==> src/rtl/port_uart_tx.sv <==
// Port-bus UART transmitter: CPU writes bytes into a small FIFO, which is drained as
// 8N1 frames on txd. The CPU polls a status word through a port read.
module port_uart_tx #(
    parameter int WORD_SIZE    = 16,
    parameter int BASE_ADDR    = 'h10,
    parameter int FIFO_DEPTH   = 4,
    parameter int CLKS_PER_BIT = 4
) (
    input  logic                 clk,
    input  logic                 rst_n,
    input  logic [WORD_SIZE-1:0] portaddr,
    input  logic [WORD_SIZE-1:0] portval,
    input  logic                 portget,
    input  logic                 portset,
    output logic [WORD_SIZE-1:0] portout,
    output logic                 txd,
    output logic                 busy
);

    localparam int PW = $clog2(FIFO_DEPTH);
    localparam int CW = PW + 1;
    localparam int TW = (CLKS_PER_BIT > 1) ? $clog2(CLKS_PER_BIT) : 1;
    localparam logic [WORD_SIZE-1:0] DATA_ADDR  = WORD_SIZE'(BASE_ADDR);
    localparam logic [WORD_SIZE-1:0] STAT_ADDR  = WORD_SIZE'(BASE_ADDR + 1);
    localparam logic [TW-1:0]        TIMER_LAST = TW'(CLKS_PER_BIT - 1);
    localparam logic [CW-1:0]        COUNT_FULL = CW'(FIFO_DEPTH);

    typedef enum logic [1:0] {IDLE, START, DATA, STOP} state_t;

    state_t          state, state_n;
    logic [TW-1:0]   timer, timer_n;
    logic [2:0]      bitcnt, bitcnt_n;
    logic [7:0]      shift, shift_n;
    logic            txd_n;

    logic [7:0]      mem [FIFO_DEPTH];
    logic [PW-1:0]   wr_ptr, rd_ptr;
    logic [CW-1:0]   count;
    logic            overflow;
    logic            full, empty, push_req, push, pop, status_rd;
    logic            unused_hi;

    assign unused_hi = ^portval[WORD_SIZE-1:8];

    assign full      = (count == COUNT_FULL);
    assign empty     = (count == '0);
    assign push_req  = portset && (portaddr == DATA_ADDR);
    assign pop       = (state == IDLE) && !empty;
    // A full FIFO still takes the byte when the head leaves in the same cycle.
    assign push      = push_req && (!full || pop);
    assign status_rd = portget && (portaddr == STAT_ADDR);
    assign busy      = (state != IDLE) || !empty;

    // NOTE: sequential state uses non-blocking assignments so every register samples
    // the pre-edge values; blocking here would create order-dependent behaviour.
    always_ff @(posedge clk) begin
        if (!rst_n) begin
            wr_ptr   <= '0;
            rd_ptr   <= '0;
            count    <= '0;
            overflow <= 1'b0;
        end else begin
            if (push) wr_ptr <= wr_ptr + 1'b1;
            if (pop)  rd_ptr <= rd_ptr + 1'b1;
            count <= count + CW'(push) - CW'(pop);
            if (push_req && !push) overflow <= 1'b1;
            else if (status_rd)    overflow <= 1'b0;
        end
    end

    // NOTE: FIFO storage is deliberately not reset; pointers and count alone define
    // which entries are valid, and leaving it reset-free lets it map to RAM.
    always_ff @(posedge clk) begin
        if (push) mem[wr_ptr] <= portval[7:0];
    end

    // NOTE: every output of this block gets a default first so no path infers a latch.
    always_comb begin
        state_n  = state;
        timer_n  = timer;
        bitcnt_n = bitcnt;
        shift_n  = shift;
        case (state)
            IDLE: begin
                if (!empty) begin
                    shift_n  = mem[rd_ptr];
                    timer_n  = '0;
                    bitcnt_n = '0;
                    state_n  = START;
                end
            end
            START: begin
                if (timer == TIMER_LAST) begin
                    timer_n = '0;
                    state_n = DATA;
                end else begin
                    timer_n = timer + 1'b1;
                end
            end
            DATA: begin
                if (timer == TIMER_LAST) begin
                    timer_n  = '0;
                    shift_n  = {1'b0, shift[7:1]};
                    bitcnt_n = bitcnt + 1'b1;
                    if (bitcnt == 3'd7) state_n = STOP;
                end else begin
                    timer_n = timer + 1'b1;
                end
            end
            STOP: begin
                if (timer == TIMER_LAST) begin
                    timer_n = '0;
                    state_n = IDLE;
                end else begin
                    timer_n = timer + 1'b1;
                end
            end
            default: state_n = IDLE;
        endcase

        // txd is registered from the next state so the line never glitches.
        case (state_n)
            START:   txd_n = 1'b0;
            DATA:    txd_n = shift_n[0];
            default: txd_n = 1'b1;
        endcase
    end

    always_ff @(posedge clk) begin
        if (!rst_n) begin
            state  <= IDLE;
            timer  <= '0;
            bitcnt <= '0;
            shift  <= '0;
            txd    <= 1'b1;
        end else begin
            state  <= state_n;
            timer  <= timer_n;
            bitcnt <= bitcnt_n;
            shift  <= shift_n;
            txd    <= txd_n;
        end
    end

    always_comb begin
        portout = '0;
        if (status_rd) begin
            portout[8 +: CW] = count;
            portout[3]       = overflow;
            portout[2]       = (state != IDLE);
            portout[1]       = empty;
            portout[0]       = full;
        end
    end

endmodule

==> config.mk <==
export PLATFORM = sky130hd
export DESIGN_NAME = port_uart_tx
export DESIGN_NICKNAME = d
export VERILOG_FILES = /design/src/rtl/port_uart_tx.sv
export SDC_FILE = /design/constraint.sdc
export NUM_CORES = 1
export LEC_CHECK = 0
export ABC_CLOCK_PERIOD_IN_PS = 4900
export CORE_MARGIN = 2
export CORE_UTILIZATION = 25
export CTS_CLUSTER_DIAMETER = 60
export CTS_CLUSTER_SIZE = 14
export DETAILED_ROUTE_END_ITERATION = 12
export PLACE_DENSITY = 0.42
export REMOVE_ABC_BUFFERS = 1
export SKIP_LAST_GASP = 1
export SLEW_MARGIN = 0
export SYNTH_ARGS = -nofsm -noshare
export SYNTH_HDL_FRONTEND = slang
export SYNTH_SLANG_ARGS = --single-unit
export TNS_END_PERCENT = 50
==> constraint.sdc <==
create_clock -name clk -period 4.9 [get_ports clk]
set_input_delay 0.735 -clock clk [delete_from_list [all_inputs] [get_ports clk]]
set_output_delay 0.735 -clock clk [all_outputs]
set_load 0.05 [all_outputs]
Word level (Yosys, flattened, before mapping)
Memory sizes are Yosys's and may differ from the RTL's. A register that Yosys moved wholly into a read port is not among the register bits.
Cells that the tools add are included.
{ "totals": {"romBits": 0, "memories": 1, "ramBits": 32, "ff_bits": 24, "input_bits": 36, "word_cells": 70, "latchBits": 0} }
{ "classes": {"reduce_logical": 17, "n_eq_ne": 12, "n_div": 0, "multipliers": 0, "muxes": 24, "addsub": 6, "n_bitwise": 0, "shift": 0, "n_lt_le_gt_ge": 0} }
{ "memory_table": {"columns": ["name", "depth", "width", "read_ports", "rd_ports_with_merged_regs", "write_ports", "line", "source"], "rows": [
  ["mem", 4, 8, 1, 1, 1, "36", "logic [7:0] mem [FIFO_DEPTH];"]
]} }
{ "ops": {"columns": ["operator", "count"], "rows": [
  ["16-bit by 5-bit equality test with 1-bit output, second input constant", 2],
  ["2-bit 2-to-1 mux", 9],
  ["8-bit 2-to-1 mux", 2],
  ["8-bit case mux with 2 select lines", 1],
  ["3-bit 2-to-1 mux", 3],
  ["2-bit equality test, second input constant", 4],
  ["2-bit case mux with 4 select lines", 1],
  ["2-bit by 1-bit adder with 2-bit output, second input constant", 3],
  ["3-bit equality test, second input constant", 2],
  ["3-bit case mux with 2 select lines", 1],
  ["2-bit nonzero test", 3],
  ["1-bit logical AND", 5],
  ["2-bit by 1-bit equality test with 1-bit output, second input constant", 2],
  ["1-bit 2-to-1 mux", 4],
  ["4-bit 2-to-1 mux", 1],
  ["2-bit != test, second input constant", 2],
  ["2-bit case mux with 2 select lines", 1],
  ["3-bit by 1-bit adder with 3-bit output", 1],
  ["3-bit by 1-bit adder with 3-bit output, second input constant", 1],
  ["1-bit logical NOT", 3],
  ["3-bit logical NOT", 1],
  ["3-bit AND reduction", 1],
  ["3-bit OR reduction", 1],
  ["3-bit by 1-bit subtractor with 3-bit output", 1],
  ["other kinds (3)", 4]
]} }

Depth between registers and ports, before layout
{ "logic_depth": {"depth_word": 8, "ltp_mapped": 12, "depth_no_buf": 12} }

Least setup slack after synthesis
Ideal clock, no wire load.
{ "synth_timing": {"path_kind": "input port to flip-flop", "startpoint": "input port portaddr[5]", "endpoint": "register count[2]", "cell_stages": 12, "arrival_ns": 2.774, "path_slack_ns": 2.011, "path_buffers": 0, "required_ns": 4.785, "path_cell_list": "nor4b_2 > nand3_2 > nor3_2 > inv_1 > ha_1 > inv_1 > ha_1 > inv_1 > fa_1 > xor2_1 > xnor2_1 > nor2_1"} }
{ "synth_between": {"elab_chain_cells": 5} }
{ "synth_rtl": {"columns": ["element", "line", "source"], "rows": [
  ["from (decl)", "11", "input logic [WORD_SIZE-1:0] portaddr,"],
  ["16-bit by 5-bit equality test with 1-bit output", "47", "assign push_req = portset && (portaddr == DATA_ADDR);"],
  ["1-bit logical AND", "47", null],
  ["1-bit logical AND", "50", "assign push = push_req && (!full || pop);"],
  ["3-bit by 1-bit adder with 3-bit output", "65", "count <= count + CW'(push) - CW'(pop);"],
  ["3-bit by 1-bit subtractor with 3-bit output", "65", null],
  ["to (signal assigned)", "65", null],
  ["to (decl)", "38", "logic [CW-1:0] count;"]
]} }
Every way passes these cells.
A chain may end at the register's enable or synchronous reset.

Worst setup path after layout
{ "layout_timing": {"startpoint": "input port portaddr[9]", "endpoint": "output port portout[0]"} }
{ "layout_between": {"elab_chain_cells": 3} }
{ "layout_rtl": {"columns": ["element", "line", "source"], "rows": [
  ["16-bit by 5-bit equality test with 1-bit output", "51", "assign status_rd = portget && (portaddr == STAT_ADDR);"],
  ["1-bit logical AND", "51", null],
  ["4-bit 2-to-1 mux", "147", "if (status_rd) begin"],
  ["to (decl)", "15", "output logic [WORD_SIZE-1:0] portout,"]
]} }
Every way passes these cells.

==> results_dict.tcl <==
set metrics [dict create \
    p_total_w 0.001474 \
    pwr-share-clk_pct 30.4 \
    antenna_found_initial 0 \
    power.share.switching_pct 33.24 \
    timing.slew.headroom_pct 55.06 \
    cts_tree "yes" \
    yosys_warnings 0 \
    layout_common_cells "36 x clkdlybuf4s50_1, 32 x edfxtp_1, 26 x dfxtp_1" \
    critPathMaxFanout 5 \
    antenna_cells 0 \
    drc 0 \
    placementRows 36 \
    status "complete, no violations" \
    ys_seq_area_share_pct 58.21 \
    fmax_mhz 275.0 \
    dp_slack_ps 1235 \
    setup_viol 0 \
    cts_resized 0 \
    ctsRootBufferMaster "clkbuf_8" \
    port_buffers 36 \
    post_dp_cell_area_sq_um 2995 \
    vias 1620 \
    wirelength_microns 5062 \
    grt_max_degree 21 \
    fp.dieW_microns 104.9 \
    clock_skew_ps 7.870 \
    post_drt_wl_per_cell_microns 13.29 \
    cp.required_ps 4160 \
    p_seq_share_pct 43.3 \
    setup.worst_path.start_class "input port" \
    cts_sinks 58 \
    grt_setup_unrepaired "false" \
    p_leak_nw 1.080 \
    finalHoldViolations 0 \
    final_area_sq_um 3198 \
    grt_first_pass_wirelength_microns 8349 \
    fin_crit_sh_pct 74.20 \
    min_period_ps 3636 \
    drv_cap 0 \
    ant_nets 0 \
    synth_area_per_cell_sq_um 12.48 \
    vias_per_cell 4.252 \
    fp.dieH_microns 104.9 \
    grt_usage_pct 10.08 \
    clockBufferDepth 2 \
    p_per_area_nw_per_um2 460.8 \
    critical_path_class "input port to primary output" \
    p_sw_w 0.0004898 \
    synth-main-ff-cell "edfxtp_1" \
    cts_buffers 9 \
    max-vdd-ir-drop_v 0.0001800 \
    core-area_sq_um 9819 \
    ctsHoldBuffers 0 \
    place_congestion 0.6533 \
    synth_area_sq_um 2545 \
    p_comb_share_pct 26.2 \
    p_int_w 0.0009839 \
    drt_iter0_drc 46 \
    drt_pass1_iterations 4 \
    dpl.hpwl_microns 3476 \
    cts_max_level 3 \
    syn_to_final_growth_pct 25.66 \
    start_util_pct 25.92 \
    syn_inst 204 \
    grt_overflow 0 \
    insertion_delay_ps 350 \
    worstPathArrival_ps 2900 \
    dieArea_sq_um 11000 \
    layout-drive-gt1-share_pct 13.31 \
    synth_edf_count 32 \
    end_kind "primary output" \
    setup_ws_ps 1264 \
    io_pins 54 \
    clk_pin_slew_ps 70 \
    ys_types 42 \
    synth-seq-cells 58 \
    worstMarginPinSlew_ps 673.4 \
    grt_pass1_vias 1644 \
    final_common_cell "clkdlybuf4s50_1" \
    nNetsFinal 289 \
    drv_slew 0 \
    post_cts_buffers 0 \
    min_path_type "register to register" \
    timing.setup.tns_ps 0 \
    synthArstFlopShare_pct 0 \
]
[worst paths after layout]
| kind | start | end | slack, ps | cells after the start |
|---|---|---|---|---|
| hold reg to reg | shift[4] | shift[4] | 450 | 2 |
| setup / recovery | portaddr[9] | portout[0] | 1260 | 6 |
| hold / removal | shift[4] | shift[4] | 450 | 2 |
| setup reg to reg | state[1] | count[2] | 2020 | 12 |
[synth_stat cells (all sizes together), types with 2 or more instances]
| cell | count | area, sq um |
|---|---|---|
| o21ai | 4 | 20.02 |
| edfxtp | 32 | 960.9 |
| mux2i | 3 | 30.03 |
| nand3b | 2 | 15.01 |
| inv | 9 | 33.78 |
| and2 | 9 | 56.30 |
| nand4 | 2 | 12.51 |
| a22oi | 6 | 45.04 |
| nor3 | 4 | 25.02 |
| xnor2 | 2 | 17.52 |
| o211ai | 2 | 15.01 |
| buf | 11 | 77.57 |
| a21oi | 12 | 63.81 |
| mux4 | 8 | 180.2 |
| nand3 | 6 | 35.03 |
| nor2 | 17 | 66.32 |
| dfxtp | 26 | 520.5 |
| clkbuf | 5 | 28.77 |
| xor2 | 3 | 26.28 |
| nand2 | 17 | 63.81 |
| nor4 | 2 | 25.02 |
| ha | 9 | 112.6 |
[state kept, by name, summed over array words and instances, names as in the netlist, named ones only]
register,count
overflow,1
txd,1
count,3
bitcnt,3
rd_ptr,2
mem,32
wr_ptr,2
timer,2
shift,8
state,2
[area by class of cell]
class / instances / area [sq um]
timing repair buffer: 36 / 360.3
tap: 133 / 166.4
sequential: 58 / 1481
fill: 1038 / 6621
multi-input combinational: 129 / 953.4
clock buffer: 9 / 123.9
clock inverter: 7 / 78.83
inverter: 9 / 33.78
[worst max-delay path: stages]
cell	delay, ps
clkdlybuf4s50_1	410
nor4_2	310
nand3_2	160
or2_2	340
nor2_1	120
clkdlybuf4s50_1	820
[layer usage]
| layer | routed length, microns | share of wire, % | global-route usage (%) |
|---|---|---|---|
| met1 | 2288 | 45 | 12.19 |
| met2 | 2446 | 48 | 16.09 |
| met3 | 224 | 4.4 | 3.556 |
| met4 | 103 | 2.0 | 4.571 |
| met5 | 0 | 0 | 0 |
[through the flow]
| step | instances | hold WS [ps] | util, % |
|---|---|---|---|
| floorplan | 196 | 432.4 | - |
| global placement | 365 | 441.8 | 30.50 |
| detailed placement | 365 | 449.3 | 30.50 |
| CTS | 381 | 457.9 | 32.57 |
| global route | 381 | 479.5 | 32.57 |
| finish | 381 | 453.7 | 32.57 |
[power by group through the flow]
stage | Clock (W) | Combinational (W) | Sequential, W
final | 0.000448 | 0.000387 | 0.000639
after global routing | 0.000486 | 0.000434 | 0.000652
after CTS | 0.000467 | 0.000392 | 0.000642
after detailed placement | 0 | 0.000390 | 0.000652
after global placement | 0 | 0.000387 | 0.000650
after floorplan | 0 | 0.000280 | 0.000641
[cells by family after synthesis]
logic type / count (synthesis) / share of synthesized area (%)
and+or+nand+nor: 67 / 14.36
DFF: 58 / 58.21
AOI/OAI and AO/OA: 27 / 6.588
buffers and inverters: 25 / 5.506
muxes: 11 / 8.260
adders and majority gates: 10 / 5.212
xor gates and xnor gates: 5 / 1.721
other: 1 / 0.1474
(Power assumes the default switching activity.)
